`config.mk`:
```
export PLATFORM = sky130hd
export DESIGN_NAME = uart_rx_flat
export DESIGN_NICKNAME = d
export VERILOG_FILES = /design/src/rtl/uart_rx_if.sv /design/src/rtl/uart_rx.sv /design/src/flat_wrapper.sv
export SDC_FILE = /design/constraint.sdc
export NUM_CORES = 1
export LEC_CHECK = 0
export CAP_MARGIN = 10
export CELL_PAD_IN_SITES_DETAIL_PLACEMENT = 0
export CELL_PAD_IN_SITES_GLOBAL_PLACEMENT = 1
export CORE_ASPECT_RATIO = 0.75
export CORE_MARGIN = 3
export CORE_UTILIZATION = 44
export DETAILED_ROUTE_END_ITERATION = 8
export GPL_ROUTABILITY_DRIVEN = 1
export HOLD_SLACK_MARGIN = 0.03
export PLACE_DENSITY = 0.8
export SLEW_MARGIN = 20
export SYNTH_ARGS = -nofsm -noshare
export SYNTH_HDL_FRONTEND = slang
export SYNTH_SLANG_ARGS = --single-unit
```
`constraint.sdc`:
```
create_clock -name clk -period 2.35 [get_ports clk]
set_clock_uncertainty 0.05 [all_clocks]
set_input_delay 0.3525 -clock clk [delete_from_list [all_inputs] [get_ports clk]]
set_output_delay 0.3525 -clock clk [all_outputs]
set_load 0.02 [all_outputs]
```
`src/rtl/uart_rx_if.sv`:
```
// Receive-side signal bundle for uart_rx: serial line in, framed word and status out.
// master = the receiver, slave = whatever drives the line and consumes the words.
interface uart_rx_if #(
   parameter int DATA_BITS = 8
);
   logic                 rx;
   logic [DATA_BITS-1:0] rx_data;
   logic                 rx_valid;
   logic                 frame_err;
   logic                 rx_busy;

   modport master (input rx, output rx_data, output rx_valid, output frame_err, output rx_busy);
   modport slave  (output rx, input rx_data, input rx_valid, input frame_err, input rx_busy);
endinterface

```
`src/rtl/uart_rx.sv`:
```
// Oversampling UART receiver: 2-flop synchronizer, free-running sample tick,
// mid-bit start validation, LSB-first shift-in, stop-bit check with break recovery.
module uart_rx #(
   parameter int FRE        = 50_000_000,
   parameter int BAUD_RATE  = 9600,
   parameter int OVERSAMPLE = 16,
   parameter int DATA_BITS  = 8
) (
   input  logic     clk,
   input  logic     rst,
   uart_rx_if.master bus
);
   localparam int DIV = FRE / (BAUD_RATE * OVERSAMPLE);
   localparam int TW  = (DIV > 1) ? $clog2(DIV) : 1;
   localparam int SW  = $clog2(OVERSAMPLE);
   localparam int NW  = $clog2(DATA_BITS);

   localparam logic [TW-1:0] TICK_LAST = TW'(DIV - 1);
   localparam logic [SW-1:0] S_MID     = SW'(OVERSAMPLE / 2 - 1);
   localparam logic [SW-1:0] S_LAST    = SW'(OVERSAMPLE - 1);
   localparam logic [NW-1:0] N_LAST    = NW'(DATA_BITS - 1);

   typedef enum logic [2:0] {IDLE, START, DATA, STOP, BRK} state_t;

   logic                 r_sync1, r_sync2;
   logic [TW-1:0]        r_tick_cnt;
   state_t               r_state, w_state_next;
   logic [SW-1:0]        r_s, w_s_next;
   logic [NW-1:0]        r_n, w_n_next;
   logic [DATA_BITS-1:0] r_shift, w_shift_next;
   logic [DATA_BITS-1:0] r_data, w_data_next;
   logic                 r_valid, w_valid_next;
   logic                 r_ferr, w_ferr_next;
   logic                 w_tick;
   logic                 w_rxs;

   assign w_rxs  = r_sync2;
   assign w_tick = (r_tick_cnt == TICK_LAST);

   always_ff @(posedge clk) begin
      if (rst) begin
         r_sync1    <= 1'b1;
         r_sync2    <= 1'b1;
         r_tick_cnt <= '0;
      end else begin
         r_sync1    <= bus.rx;
         r_sync2    <= r_sync1;
         r_tick_cnt <= w_tick ? '0 : r_tick_cnt + TW'(1);
      end
   end

   always_ff @(posedge clk) begin
      if (rst) begin
         r_state <= IDLE;
         r_s     <= '0;
         r_n     <= '0;
         r_shift <= '0;
         r_data  <= '0;
         r_valid <= 1'b0;
         r_ferr  <= 1'b0;
      end else begin
         r_state <= w_state_next;
         r_s     <= w_s_next;
         r_n     <= w_n_next;
         r_shift <= w_shift_next;
         r_data  <= w_data_next;
         r_valid <= w_valid_next;
         r_ferr  <= w_ferr_next;
      end
   end

   always_comb begin
      w_state_next = r_state;
      w_s_next     = r_s;
      w_n_next     = r_n;
      w_shift_next = r_shift;
      w_data_next  = r_data;
      w_valid_next = 1'b0;
      w_ferr_next  = 1'b0;
      case (r_state)
         IDLE: begin
            if (w_tick && !w_rxs) begin
               w_state_next = START;
               w_s_next     = '0;
            end
         end
         START: begin
            if (w_tick) begin
               if (r_s == S_MID) begin
                  // A start bit that has gone high again by mid-bit is a glitch.
                  w_state_next = w_rxs ? IDLE : DATA;
                  w_s_next     = '0;
                  w_n_next     = '0;
               end else begin
                  w_s_next = r_s + SW'(1);
               end
            end
         end
         DATA: begin
            if (w_tick) begin
               if (r_s == S_LAST) begin
                  w_shift_next = {w_rxs, r_shift[DATA_BITS-1:1]};
                  w_s_next     = '0;
                  if (r_n == N_LAST) w_state_next = STOP;
                  else               w_n_next     = r_n + NW'(1);
               end else begin
                  w_s_next = r_s + SW'(1);
               end
            end
         end
         STOP: begin
            if (w_tick) begin
               if (r_s == S_LAST) begin
                  w_s_next = '0;
                  if (w_rxs) begin
                     w_data_next  = r_shift;
                     w_valid_next = 1'b1;
                     w_state_next = IDLE;
                  end else begin
                     w_ferr_next  = 1'b1;
                     w_state_next = BRK;
                  end
               end else begin
                  w_s_next = r_s + SW'(1);
               end
            end
         end
         BRK: begin
            // Hold off start detection until the line has returned high.
            if (w_tick && w_rxs) w_state_next = IDLE;
         end
         default: w_state_next = IDLE;
      endcase
   end

   assign bus.rx_data   = r_data;
   assign bus.rx_valid  = r_valid;
   assign bus.frame_err = r_ferr;
   assign bus.rx_busy   = (r_state != IDLE);
endmodule

```
`src/flat_wrapper.sv`:
```
// flat-port wrapper written by rule: the top's interface ports become plain ports
module uart_rx_flat 
#(
   parameter int FRE        = 50_000_000,
   parameter int BAUD_RATE  = 9600,
   parameter int OVERSAMPLE = 16,
   parameter int DATA_BITS  = 8
)
  (clk, rst, bus_rx, bus_rx_data, bus_rx_valid, bus_frame_err, bus_rx_busy);
  uart_rx_if #(.DATA_BITS(DATA_BITS)) bus_i ();
  input  logic clk;
  input  logic rst;
  input wire logic [$bits(bus_i.rx)-1:0] bus_rx;
  output wire logic [$bits(bus_i.rx_data)-1:0] bus_rx_data;
  output wire logic [$bits(bus_i.rx_valid)-1:0] bus_rx_valid;
  output wire logic [$bits(bus_i.frame_err)-1:0] bus_frame_err;
  output wire logic [$bits(bus_i.rx_busy)-1:0] bus_rx_busy;
  assign bus_i.rx = bus_rx;
  assign bus_rx_data = bus_i.rx_data;
  assign bus_rx_valid = bus_i.rx_valid;
  assign bus_frame_err = bus_i.frame_err;
  assign bus_rx_busy = bus_i.rx_busy;
  uart_rx #(.FRE(FRE), .BAUD_RATE(BAUD_RATE), .OVERSAMPLE(OVERSAMPLE), .DATA_BITS(DATA_BITS)) u_core (.clk(clk), .rst(rst), .bus(bus_i));
endmodule
```
==> run_summary.xml <==
<?xml version="1.0" encoding="UTF-8"?>
<metrics>
  <group name="timing">
    <metric name="setup_viols_final" unit="">0</metric>
    <metric name="fmax" unit="MHz">450</metric>
    <metric name="final_max_slew_viol_count" unit="">0</metric>
    <metric name="smallest_hold_slack" unit="ns">0.370</metric>
    <metric name="finalSetupTns" unit="ns">0</metric>
    <metric name="timing.final.crit_share" unit="">0.946</metric>
    <metric name="timing.final.crit_period" unit="ns">2.22</metric>
    <metric name="timing.slew.headroom" unit="">0.594</metric>
    <metric name="tightestPinTransition" unit="ns">0.608</metric>
    <metric name="timing_hold_violations_final" unit="">0</metric>
    <metric name="rsz0062_at_grt" unit="">false</metric>
  </group>
  <group name="synth">
    <metric name="postSynth.topFlopCell" unit="">dfxtp_1</metric>
    <metric name="syn_area_per_cell" unit="um^2">9.50</metric>
    <metric name="synth-async-reset-ratio" unit="">0</metric>
    <metric name="netlist_area" unit="um^2">1730</metric>
    <metric name="synthDistinctLibCells" unit="">37</metric>
    <metric name="number_of_flops_mapped_to_enable_cells_by_yosys" unit="">0</metric>
    <metric name="postSynthNetCount" unit="">190</metric>
    <metric name="ys_warn_count" unit="">0</metric>
    <metric name="postSynthCellCount" unit="">182</metric>
    <metric name="synth-seq-cells" unit="">39</metric>
    <metric name="synth_sequential_area_ratio" unit="">0.452</metric>
  </group>
  <group name="setup_path">
    <metric name="cp_data_required_time" unit="ns">2.53</metric>
    <metric name="worstSetupPathDepth" unit="">5</metric>
    <metric name="cp_slowest_cell" unit="">or4b_4</metric>
    <metric name="timing.critical_path.mode_cell" unit="">o31a_1</metric>
    <metric name="r2r_end" unit="">u_core.r_state[1]</metric>
    <metric name="critical_path.n_buffers_inverters" unit="">0</metric>
    <metric name="worstRegToRegCells" unit="">5</metric>
    <metric name="critPathArrivalTime" unit="ns">2.41</metric>
    <metric name="setup.worst_path.class" unit="">register to register</metric>
    <metric name="max_stage_delay_on_crit_path" unit="ns">0.58</metric>
    <metric name="crit_path_cell_trace" unit="">or4b_4 -&gt; o31a_1 -&gt; a311o_1 -&gt; a221oi_2 -&gt; o31a_1</metric>
    <metric name="crit_path_max_fanout" unit="">5</metric>
    <metric name="cpLargestDelayFamily" unit="">compound AO/OA/AOI/OAI gates</metric>
    <metric name="timing.critical_path.to" unit="">u_core.r_state[1]</metric>
    <metric name="worst_setup_path_startpoint" unit="">u_core.r_tick_cnt[3]</metric>
    <metric name="end_kind" unit="">register</metric>
    <metric name="cp-start-kind" unit="">register</metric>
    <metric name="r2r_setup_slack" unit="ns">0.13</metric>
    <metric name="crit-reg2reg-launch" unit="">u_core.r_tick_cnt[3]</metric>
  </group>
  <group name="die">
    <metric name="initial_utilization" unit="">0.466</metric>
    <metric name="fp-row-count" unit="">19</metric>
    <metric name="die_w" unit="um">78.4</metric>
    <metric name="i_o_pins" unit="">14</metric>
    <metric name="chipHeight" unit="um">60.3</metric>
    <metric name="dieArea" unit="um^2">4730</metric>
    <metric name="core_region_area" unit="um^2">3710</metric>
  </group>
  <group name="min_path">
    <metric name="hold_class" unit="">register to register</metric>
    <metric name="hold_path.startpoint" unit="">u_core.r_sync1</metric>
    <metric name="holdPathStages" unit="">1</metric>
  </group>
  <group name="power">
    <metric name="power" unit="mW">1.35</metric>
    <metric name="vdd_drop_max" unit="mV">0.435</metric>
    <metric name="cellLeakagePower" unit="nW">0.791</metric>
    <metric name="power_per_cell_area" unit="nW/um^2">653</metric>
  </group>
  <group name="drt">
    <metric name="routed_wl" unit="um">3230</metric>
    <metric name="initialDrtViolationCount" unit="">89</metric>
    <metric name="wl_per_cell" unit="um">12.8</metric>
    <metric name="post_drt_via_cell_ratio" unit="">5.26</metric>
    <metric name="via_count" unit="">1331</metric>
    <metric name="drtPass1Iterations" unit="">5</metric>
    <metric name="drt_drc_violations_left" unit="">0</metric>
    <metric name="final_antenna_net_count" unit="">0</metric>
  </group>
  <group name="global_route">
    <metric name="grt_use_total" unit="">0.149</metric>
    <metric name="grt_max_degree" unit="">15</metric>
    <metric name="grt_pass1_vias" unit="">1210</metric>
    <metric name="global_route_wire_length_before_repair" unit="um">5380</metric>
    <metric name="antenna_found_initial" unit="">0</metric>
    <metric name="grt.overflow.total" unit="">0</metric>
  </group>
  <group name="clocking">
    <metric name="cts_tree" unit="">done</metric>
    <metric name="cts_buffers" unit="">5</metric>
    <metric name="cts-root-to-sink-buffers" unit="">2</metric>
    <metric name="clkSlewWorstSetupHoldPaths" unit="ns">0.08</metric>
    <metric name="clkSinkCount" unit="">39</metric>
    <metric name="clock_latency" unit="ns">0.29</metric>
    <metric name="cts-htree-levels" unit="">2</metric>
    <metric name="number_of_hold_buffers_added_after_cts" unit="">0</metric>
    <metric name="cts_resized" unit="">0</metric>
    <metric name="postCtsSetupRepairBufs" unit="">0</metric>
    <metric name="cts_root_buf" unit="">clkbuf_8</metric>
  </group>
  <group name="status">
    <metric name="status" unit="">finished clean</metric>
  </group>
  <group name="finish">
    <metric name="final_net_count" unit="">208</metric>
    <metric name="syn2layout_area_growth" unit="%">19.8</metric>
    <metric name="stdcell_area" unit="um^2">2070</metric>
    <metric name="drive_above_1_share" unit="">0.109</metric>
    <metric name="commonest_non_fill_non_tap_cells_in_the_layout" unit="">39 x dfxtp_1, 34 x nor2_1, 18 x mux2i_1, 13 x clkdlybuf4s50_1, 9 x nand3_1</metric>
    <metric name="antenna_cells" unit="">0</metric>
    <metric name="layout_commonest_cell" unit="">dfxtp_1</metric>
    <metric name="final_core_util" unit="">0.559</metric>
  </group>
  <group name="placement">
    <metric name="finalWeightedCongestion" unit="">0.863</metric>
    <metric name="placed_cell_area" unit="um^2">1940</metric>
    <metric name="hpwl" unit="um">2260</metric>
    <metric name="placement.io_buffers" unit="">13</metric>
  </group>
  <group name="run">
    <metric name="count_of_maximum_capacitance_violations" unit="">0</metric>
  </group>
</metrics>
[per-stage QoR]
step | std cells | setup slack (ns)
6_report | 253 | 0.127
5_1_grt | 253 | 0.0441
4_1_cts | 253 | 0.127
3_5_place_dp | 245 | 0.162
3_3_place_gp | 245 | 0.244
2_1_floorplan | 182 | 0.288
[sequential cells by signal, indices dropped and copies added (netlist names), 3 cells and up]
name	cells
u_core.bus.rx_data	8
u_core.r_tick_cnt	9
u_core.r_shift	8
u_core.r_n	3
u_core.r_state	3
u_core.r_s	4
[per-layer routing]
metal  track usage  up-vias  part of all wire  wire [um]
met2         0.239       26              0.45       1450
met1         0.182      622              0.49       1580
li1              -      670                 -          -
met3        0.0407       13             0.033        106
met5             0        -                 0          0
met4        0.0873        0             0.026         83
[kinds of logic (layout without fill, tap and decap cells)]
group | after synthesis | after routing | synth area share
buffers and inverters | 13 | 32 | 0.0282
adders and majority gates | 5 | 5 | 0.0362
and+or+nand+nor | 76 | 76 | 0.237
muxes | 18 | 18 | 0.104
xor gates and xnor gates | 10 | 10 | 0.0507
DFF | 39 | 39 | 0.452
AOI/OAI and AO/OA | 21 | 21 | 0.0919
[power by group]
part | internal [mW] | total [mW] | switching, mW
combinational | 0.0128 | 0.0298 | 0.0170
clock | 0.424 | 0.651 | 0.226
sequential | 0.666 | 0.674 | 0.00729
[synthesized netlist by cell type, types with 3 or more instances]
| master | instances | share of area |
|---|---|---|
| nor2_1 | 34 | 0.074 |
| xnor2_1 | 3 | 0.015 |
| o21ai_0 | 3 | 0.0087 |
| mux2i_1 | 18 | 0.10 |
| nand2_1 | 4 | 0.0087 |
| nand2b_1 | 6 | 0.022 |
| a21oi_1 | 7 | 0.020 |
| dfxtp_1 | 39 | 0.45 |
| xor2_1 | 7 | 0.035 |
| nand3_1 | 9 | 0.026 |
| clkbuf_1 | 7 | 0.015 |
| ha_1 | 5 | 0.036 |
| nand4_1 | 5 | 0.018 |
| inv_1 | 5 | 0.011 |
[area by class of cell]
cell class / instances / area, um^2
Inverter: 5 / 18.8
Clock inverter: 2 / 60.1
Timing Repair Buffer: 19 / 175
Fill cell: 344 / 1640
Clock buffer: 6 / 72.6
Multi-Input combinational cell: 130 / 900
Sequential cell: 39 / 781
Tap cell: 52 / 65.1
[worst min path at each step]
stage,end,slack (ns)
finish,u_core.r_sync2,0.37
global route,u_core.r_sync2,0.39
CTS,u_core.r_sync2,0.37
detailed placement,u_core.r_sync2,0.35
global placement,u_core.r_sync2,0.35
floorplan,u_core.r_sync2,0.34
Power figures use the tool's default switching activity.
